$ cat config.mk
export PLATFORM = sky130hd
export DESIGN_NAME = instr_fetch_unit_flat
export DESIGN_NICKNAME = d
export VERILOG_FILES = /design/src/rtl/kgp_isa_pkg.sv /design/src/rtl/instr_fetch_unit_if.sv /design/src/rtl/ifu_perf_counters.sv /design/src/rtl/instr_fetch_unit.sv /design/src/flat_wrapper.sv
export SDC_FILE = /design/constraint.sdc
export NUM_CORES = 1
export LEC_CHECK = 0
export CAP_MARGIN = 20
export CORE_MARGIN = 2
export CORE_UTILIZATION = 51
export CTS_CLUSTER_DIAMETER = 150
export DETAILED_ROUTE_END_ITERATION = 16
export PLACE_DENSITY = 0.81
export SETUP_SLACK_MARGIN = 0.2
export SLEW_MARGIN = 10
export SYNTH_ARGS = -nofsm -noshare
export SYNTH_HDL_FRONTEND = slang
export SYNTH_SLANG_ARGS = --single-unit
$ cat constraint.sdc
create_clock -name clk -period 5.1 [get_ports clk]
set_clock_uncertainty 0.2 [all_clocks]
set_input_delay 1.02 -clock clk [delete_from_list [all_inputs] [get_ports clk]]
set_output_delay 1.02 -clock clk [all_outputs]
set_load 0.005 [all_outputs]
$ cat src/rtl/kgp_isa_pkg.sv
// rtl/kgp_isa_pkg.sv - shared KGP ISA opcode constants and fetch FSM state type
package kgp_isa_pkg;

   localparam logic [5:0] OPC_ALU   = 6'b000001;
   localparam logic [5:0] OPC_LOAD  = 6'b010000;
   localparam logic [5:0] OPC_STORE = 6'b010001;
   localparam logic [5:0] OPC_BR    = 6'b100000;
   localparam logic [5:0] OPC_HALT  = 6'b100100;

   typedef enum logic [1:0] {
      IFU_IDLE,
      IFU_FETCH,
      IFU_HOLD,
      IFU_HALT
   } ifu_state_e;

   function automatic logic is_halt(input logic [5:0] i_opc);
      return i_opc == OPC_HALT;
   endfunction

endpackage

$ cat src/rtl/instr_fetch_unit_if.sv
// rtl/instr_fetch_unit_if.sv - fetch stage bundle: imem req/ack, decoder valid/ready, redirect, halt
interface instr_fetch_unit_if;

   logic        imem_req;
   logic [31:0] imem_addr;
   logic        imem_ack;
   logic [31:0] imem_rdata;
   logic [31:0] ins;
   logic [31:0] PC;
   logic        ins_valid;
   logic        ins_ready;
   logic        redirect_en;
   logic [31:0] redirect_pc;
   logic        halted;

   modport master (
      output imem_req, imem_addr, ins, PC, ins_valid, halted,
      input  imem_ack, imem_rdata, ins_ready, redirect_en, redirect_pc
   );

   modport slave (
      input  imem_req, imem_addr, ins, PC, ins_valid, halted,
      output imem_ack, imem_rdata, ins_ready, redirect_en, redirect_pc
   );

endinterface

$ cat src/rtl/ifu_perf_counters.sv
// rtl/ifu_perf_counters.sv - wrapping transfer and stall counters for the fetch stage
module ifu_perf_counters (
   input  logic        clk,
   input  logic        rst,
   input  logic        i_transfer,
   input  logic        i_stall,
   output logic [31:0] o_fetch_count,
   output logic [31:0] o_stall_count
);

   logic [31:0] r_fetch_count;
   logic [31:0] r_stall_count;

   always_ff @(posedge clk or posedge rst) begin
      if (rst) begin
         r_fetch_count <= 32'd0;
         r_stall_count <= 32'd0;
      end else begin
         if (i_transfer) r_fetch_count <= r_fetch_count + 32'd1;
         if (i_stall)    r_stall_count <= r_stall_count + 32'd1;
      end
   end

   assign o_fetch_count = r_fetch_count;
   assign o_stall_count = r_stall_count;

endmodule

$ cat src/rtl/instr_fetch_unit.sv
// rtl/instr_fetch_unit.sv - KGP fetch stage: PC, imem req/ack, decoder handoff, redirect, halt
// IFU_PERF_CNT_EN adds fetch_count/stall_count outputs.
module instr_fetch_unit
   import kgp_isa_pkg::*;
#(
   parameter logic [31:0] RESET_PC = 32'h0,
   parameter logic [31:0] PC_STEP  = 32'd1
) (
   input  logic                clk,
   input  logic                rst,
   instr_fetch_unit_if.master  bus
`ifdef IFU_PERF_CNT_EN
   ,
   output logic [31:0]         fetch_count,
   output logic [31:0]         stall_count
`endif
);

   ifu_state_e  r_state;
   logic [31:0] r_fetch_pc;
   logic [31:0] r_imem_addr;
   logic        r_imem_req;
   logic [31:0] r_ins;
   logic [31:0] r_pc;
   logic        r_ins_valid;
   logic        r_halted;
   logic        r_squash;
   logic [31:0] w_next_pc;

   assign w_next_pc = r_pc + PC_STEP;

   always_ff @(posedge clk or posedge rst) begin
      if (rst) begin
         r_state     <= IFU_IDLE;
         r_fetch_pc  <= RESET_PC;
         r_imem_addr <= RESET_PC;
         r_imem_req  <= 1'b0;
         r_ins       <= 32'd0;
         r_pc        <= 32'd0;
         r_ins_valid <= 1'b0;
         r_halted    <= 1'b0;
         r_squash    <= 1'b0;
      end else begin
         case (r_state)
            IFU_IDLE: begin
               r_state     <= IFU_FETCH;
               r_imem_req  <= 1'b1;
               r_imem_addr <= r_fetch_pc;
            end
            IFU_FETCH: begin
               // imem_addr holds the in-flight address until ack, even across a redirect
               if (bus.redirect_en) begin
                  r_fetch_pc <= bus.redirect_pc;
                  if (bus.imem_ack) begin
                     r_imem_addr <= bus.redirect_pc;
                     r_squash    <= 1'b0;
                  end else begin
                     r_squash    <= 1'b1;
                  end
               end else if (bus.imem_ack) begin
                  if (r_squash) begin
                     r_squash    <= 1'b0;
                     r_imem_addr <= r_fetch_pc;
                  end else begin
                     r_ins       <= bus.imem_rdata;
                     r_pc        <= r_fetch_pc;
                     r_ins_valid <= 1'b1;
                     r_imem_req  <= 1'b0;
                     r_state     <= IFU_HOLD;
                  end
               end
            end
            IFU_HOLD: begin
               // redirect voids a same-cycle transfer, including one of a HALT
               if (bus.redirect_en) begin
                  r_fetch_pc  <= bus.redirect_pc;
                  r_imem_addr <= bus.redirect_pc;
                  r_imem_req  <= 1'b1;
                  r_ins_valid <= 1'b0;
                  r_state     <= IFU_FETCH;
               end else if (bus.ins_ready) begin
                  r_ins_valid <= 1'b0;
                  if (is_halt(r_ins[31:26])) begin
                     r_halted <= 1'b1;
                     r_state  <= IFU_HALT;
                  end else begin
                     r_fetch_pc  <= w_next_pc;
                     r_imem_addr <= w_next_pc;
                     r_imem_req  <= 1'b1;
                     r_state     <= IFU_FETCH;
                  end
               end
            end
            IFU_HALT: begin
            end
            default: r_state <= IFU_IDLE;
         endcase
      end
   end

   assign bus.imem_req  = r_imem_req;
   assign bus.imem_addr = r_imem_addr;
   assign bus.ins       = r_ins;
   assign bus.PC        = r_pc;
   assign bus.ins_valid = r_ins_valid;
   assign bus.halted    = r_halted;

`ifdef IFU_PERF_CNT_EN
   logic w_transfer;
   logic w_stall;

   assign w_transfer = r_ins_valid && bus.ins_ready && !bus.redirect_en;
   assign w_stall    = (r_ins_valid && !bus.ins_ready) || (r_imem_req && !bus.imem_ack);

   ifu_perf_counters u_perf (
      .clk           (clk),
      .rst           (rst),
      .i_transfer    (w_transfer),
      .i_stall       (w_stall),
      .o_fetch_count (fetch_count),
      .o_stall_count (stall_count)
   );
`endif

endmodule

$ cat src/flat_wrapper.sv
// flat-port wrapper written by rule: the top's interface ports become plain ports
module instr_fetch_unit_flat import kgp_isa_pkg::*;
#(
   parameter logic [31:0] RESET_PC = 32'h0,
   parameter logic [31:0] PC_STEP  = 32'd1
)
  (clk, rst, bus_imem_req, bus_imem_addr, bus_ins, bus_PC, bus_ins_valid, bus_halted, bus_imem_ack, bus_imem_rdata, bus_ins_ready, bus_redirect_en, bus_redirect_pc);
  instr_fetch_unit_if bus_i ();
  input  logic clk;
  input  logic rst;
  output wire logic [$bits(bus_i.imem_req)-1:0] bus_imem_req;
  output wire logic [$bits(bus_i.imem_addr)-1:0] bus_imem_addr;
  output wire logic [$bits(bus_i.ins)-1:0] bus_ins;
  output wire logic [$bits(bus_i.PC)-1:0] bus_PC;
  output wire logic [$bits(bus_i.ins_valid)-1:0] bus_ins_valid;
  output wire logic [$bits(bus_i.halted)-1:0] bus_halted;
  input wire logic [$bits(bus_i.imem_ack)-1:0] bus_imem_ack;
  input wire logic [$bits(bus_i.imem_rdata)-1:0] bus_imem_rdata;
  input wire logic [$bits(bus_i.ins_ready)-1:0] bus_ins_ready;
  input wire logic [$bits(bus_i.redirect_en)-1:0] bus_redirect_en;
  input wire logic [$bits(bus_i.redirect_pc)-1:0] bus_redirect_pc;
  assign bus_imem_req = bus_i.imem_req;
  assign bus_imem_addr = bus_i.imem_addr;
  assign bus_ins = bus_i.ins;
  assign bus_PC = bus_i.PC;
  assign bus_ins_valid = bus_i.ins_valid;
  assign bus_halted = bus_i.halted;
  assign bus_i.imem_ack = bus_imem_ack;
  assign bus_i.imem_rdata = bus_imem_rdata;
  assign bus_i.ins_ready = bus_ins_ready;
  assign bus_i.redirect_en = bus_redirect_en;
  assign bus_i.redirect_pc = bus_redirect_pc;
  instr_fetch_unit #(.RESET_PC(RESET_PC), .PC_STEP(PC_STEP)) u_core (.clk(clk), .rst(rst), .bus(bus_i));
endmodule
* Yosys cells after proc, flatten, opt, wreduce, memory -nomap -nowiden
Cells that the tools add are included.
** Storage, ports and cells
- Register bits after elaboration :: 134
- Output and inout bits :: 99
- Logic and storage cells :: 67
** Operators by class
- Add/sub/neg operators :: 1
- Equality and inequality tests :: 10
- Mux-type cells :: 33
- Bitwise gates (word level) :: 2
- Reductions and logical operators :: 12
** Operator list (count)
- $mux W32 :: 8
- $pmux W32 S3 :: 1
- $pmux W32 S2 :: 1
- $add A32 B1 Y32 const B :: 1
- $reduce_and A5 Y1 :: 3
- $mux W1 :: 14
- $mux W2 :: 6
- $reduce_and A4 Y1 :: 3
- $ne A2 B2 Y1 const B :: 4
- $eq A6 B6 Y1 const B :: 1
- $ne A3 B3 Y1 const B :: 2
- $pmux W2 S3 :: 1
- $reduce_and A6 Y1 :: 1
- $reduce_bool A2 Y1 :: 2
- $ne A3 B2 Y1 const B :: 1
- $pmux W1 S3 :: 1
- $reduce_bool A3 Y1 :: 1
- $eq A2 B1 Y1 const B :: 1
- $eq A2 B2 Y1 const B :: 1
- $logic_not A2 Y1 :: 1
- $not A1 Y1 :: 2
- $pmux W1 S2 :: 1
- $reduce_and A2 Y1 :: 1

* Depth between registers and ports, before layout
- Depth in word-level cells :: 5
- Gate-level depth with buffers :: 10

* Worst setup path before layout
No wires, ideal clock.
- Path kind :: input to register
- From :: input bus_redirect_en
- To :: register u_core.r_pc[14], in the netlist u_core.bus.PC[14]
- Library setup time :: 0.125 ns
- Data arrival time :: 2.475 ns
- Required time :: 4.775 ns
- Slack :: 2.301 ns
- Cell stages on the path :: 6
- Path through :: nor2_1 and3_1 clkbuf_1 buf_2 buf_2 mux2_2
** Between the ends
- Word-level cells in the longest chain between the ends :: 2
** RTL lines
- start: declaration :: line flat_wrapper.sv:20 : input wire logic [$bits(bus_i.redirect_en)-1:0] bus_redirect_en;
- $not A1 Y1 (no line)
- $reduce_and A4 Y1 (no line)
- end signal: assignment :: line instr_fetch_unit.sv:66 : r_pc <= r_fetch_pc;
- end: declaration :: line instr_fetch_unit.sv:24 : logic [31:0] r_pc;
Every way passes these cells.
A chain may end at the register's enable or synchronous reset.

* Worst setup path in the final report
- From :: input bus_redirect_en
- To :: register u_core.r_pc[15], in the netlist u_core.bus.PC[15]
Same word-level chain as after synthesis.

==> qor.yml <==
timing:
  tightestPinTransition_ps: 952
  final_max_slew_viol_count: 0
  fin_crit_sh: 0.623
  grt_setup_unrepaired: "false"
  setup_violations: 0
  maxClockFrequency_mhz: 315
  setup-tns-final_ps: 0
  hold_viol_final: 0
  max-slew-margin-rel: 0.365
  finalWorstPathRequiredPeriod_ps: 3180
synthesis:
  ys_async_sr_fraction: 1.00
  synthXorXnorAreaFrac: 0.0131
  yosys_most_used_dff: "sky130_fd_sc_hd__dfrtp_1"
  synth_sequential_area_ratio: 0.458
  yosys_warnings: 0
  mean_syn_cell_area_um2: 9.94
  synthAdderAreaFrac: 0.00683
  multiplexer_share_of_the_synthesized_area: 0.135
  synth_enable_flop_cells: 0
  syn_inst: 737
  syn-cell-area_mm2: 0.00733
  mappedNetlistNets: 810
  number_of_synthesized_register_bits: 134
  ys_types: 72
  main_combinational_cell_family_by_area_after_synthesis: "compound AO/OA/AOI/OAI gates"
  synth_compound_gate_area_share: 0.192
  synth_simple_gate_area_frac: 0.155
global_routing:
  antenna_found_initial: 0
  grt_start_max_net_pins: 70
  grt-ovfl-total: 0
  grt_pass1_vias: 7202
  global_route_total_usage_across_every_layer: 0.314
  grt_pass1_wl_mm: 36.8
worst_setup_path:
  critPathLaunchType: "primary input"
  crit_arrival_ps: 3280
  reg2reg_setup_slack_ps: 1990
  worstSetupPathType: "in2reg"
  cp_data_required_time_ps: 5200
  endpoint_kind: "flip-flop"
  critical_path.max_fanout: 23
final_layout:
  antennaDiodeCount: 0
  area.growth.synth_to_final_pct: 32.9
  layout-drive-gt1-share: 0.151
  final_nets: 954
  layout.cells.most_common_list: "sky130_fd_sc_hd__clkdlybuf4s50_1, sky130_fd_sc_hd__dfrtp_1, sky130_fd_sc_hd__mux2_2"
  mostFrequentLayoutCell: "sky130_fd_sc_hd__clkdlybuf4s50_1"
  stdcell_area_mm2: 0.00974
drt:
  route.antenna.remaining_nets: 0
  drt_iter0_markers: 882
  wire_per_inst_um: 21.4
  viasPerCell: 6.58
  drtPass1Iterations: 7
  drt-total-wl_mm: 23.0
  remaining_drc_errors: 0
  total_number_of_vias: 7052
die:
  ios: 168
  height_of_the_chip_um: 124
  initial_core_util: 0.526
  die_area_mm2: 0.0153
  placeableCoreArea_mm2: 0.0139
  fp-row-count: 43
  chip_width_um: 124
place:
  detailed_place_hpwl_mm: 15.3
  dpl_cell_area_mm2: 0.00912
  port-buffer-count: 167
  gpl_congestion: 0.867
worst_hold_path:
  holdCritPathClass: "reg2reg"
power_and_ir_drop:
  power-per-cell-area_mw_per_mm2: 648
  internal_power_uw: 3940
  peakVddDrop_v: 0.000383
  switching_share: 0.376
  share_comb_of_total_power: 0.460
  p_clk_frac: 0.198
  total_switching_power_uw: 2370
  power_frac_seq: 0.342
  leakagePower_uw: 0.00387
flow_run:
  cap_violations: 0
status:
  status: "finished clean"
cts:
  number_of_gates_given_a_new_drive_strength_after_cts: 0
  cts_buffers: 17
  tritoncts_num_sinks: 134
  cts.hold.buffers_added: 0
  clock_path_buffers: 2
  clockRootBuffer: "sky130_fd_sc_hd__clkbuf_16"
  tritoncts: "built"
  clk_pin_slew_worst_paths_ps: 60
  worst_skew_pair.late_latency_ps: 430
  h-tree-depth: 4
  postCtsSetupBuffers: 0
cell families after synthesis:
kind of cell | Yosys count
AOI/OAI and AO/OA | 204
buffers and inverters | 74
xor gates and xnor gates | 11
adders and majority gates | 4
DFF | 134
and+or+nand+nor | 221
muxes | 89
state kept, by name, summed over array words and instances (netlist names):
| register | cells |
|---|---|
| u_core.bus.PC | 32 |
| u_core.bus.halted | 1 |
| u_core.bus.imem_addr | 32 |
| u_core.bus.imem_req | 1 |
| u_core.bus.ins | 32 |
| u_core.bus.ins_valid | 1 |
| u_core.r_fetch_pc | 32 |
| u_core.r_squash | 1 |
| u_core.r_state | 2 |
cells in the mapped netlist, types with 12 or more instances:
library cell | instances | area share
sky130_fd_sc_hd__a21oi_1 | 28 | 0.019
sky130_fd_sc_hd__a31oi_1 | 17 | 0.015
sky130_fd_sc_hd__buf_2 | 17 | 0.012
sky130_fd_sc_hd__clkbuf_1 | 37 | 0.019
sky130_fd_sc_hd__dfrtp_1 | 134 | 0.46
sky130_fd_sc_hd__inv_1 | 16 | 0.0082
sky130_fd_sc_hd__mux2_2 | 76 | 0.12
sky130_fd_sc_hd__mux2i_1 | 13 | 0.018
sky130_fd_sc_hd__nand2_1 | 66 | 0.034
sky130_fd_sc_hd__nand2b_1 | 16 | 0.014
sky130_fd_sc_hd__nand3_1 | 21 | 0.014
sky130_fd_sc_hd__nor2_1 | 38 | 0.019
sky130_fd_sc_hd__nor3_1 | 23 | 0.016
sky130_fd_sc_hd__nor4_1 | 12 | 0.010
sky130_fd_sc_hd__o21ai_0 | 55 | 0.038
power by group through the flow:
stage,logic (uW),registers [uW],clock network (uW)
after detailed placement,2830,2140,0
after CTS,2870,2140,1250
after floorplan,1570,2010,0
after global routing,3150,2230,1300
after global placement,2740,2100,0
final,2900,2160,1250
worst max-delay path: stages:
cell and delay [ps]:
sky130_fd_sc_hd__buf_2 210, sky130_fd_sc_hd__nor2_1 530, sky130_fd_sc_hd__and3_2 750, sky130_fd_sc_hd__buf_4 380, sky130_fd_sc_hd__mux2_2 370
worst paths after layout:
kind                                                   endpoint  depth (start not counted)                     startpoint
setup / recovery                  u_core.bus.PC[15]$_DFFE_PP0P_                          5                bus_redirect_en
hold / removal                    u_core.bus.halted$_DFFE_PP0P_                          1  u_core.bus.halted$_DFFE_PP0P_
setup reg to reg           u_core.bus.imem_addr[26]$_DFFE_PP0P_                          8  u_core.r_state[0]$_DFFE_PP0P_
hold reg to reg                   u_core.bus.halted$_DFFE_PP0P_                          1  u_core.bus.halted$_DFFE_PP0P_
max in group asynchronous         u_core.bus.PC[16]$_DFFE_PP0P_                          3                            rst
min in group asynchronous        u_core.bus.ins[21]$_DFFE_PP0P_                          2                            rst
through the flow:
stage                      util  power [uW]  std cells  worst slack (ps)  hold WS (ps)
after floorplan               -        3580        737               297           251
after global placement    0.655        4840       1041              1520           244
after CTS                 0.698        6260       1071              1790           265
after detailed placement  0.655        4980       1041              1400           253
after global routing      0.699        6680       1072              1780           285
final                     0.699        6310       1072              1920           269
per-layer routing:
metal | GRT usage | part of all wire | vias up
li1 | - | - | 3041
met1 | 0.386 | 0.38 | 3417
met2 | 0.491 | 0.47 | 497
met3 | 0.0994 | 0.11 | 97
met4 | 0.173 | 0.038 | 0
met5 | 0 | 0 | -
cell type report:
type                            instances  area [um^2]
Fill cell                            1018         4200
Clock buffer                           28          537
Multi-Input combinational cell        529         3680
Clock inverter                          2         60.1
Sequential cell                       134         3350
Tap cell                              180          225
Inverter                               17         66.3
Timing Repair Buffer                  182         1810
No activity file was read; power rests on OpenSTA's default activity.
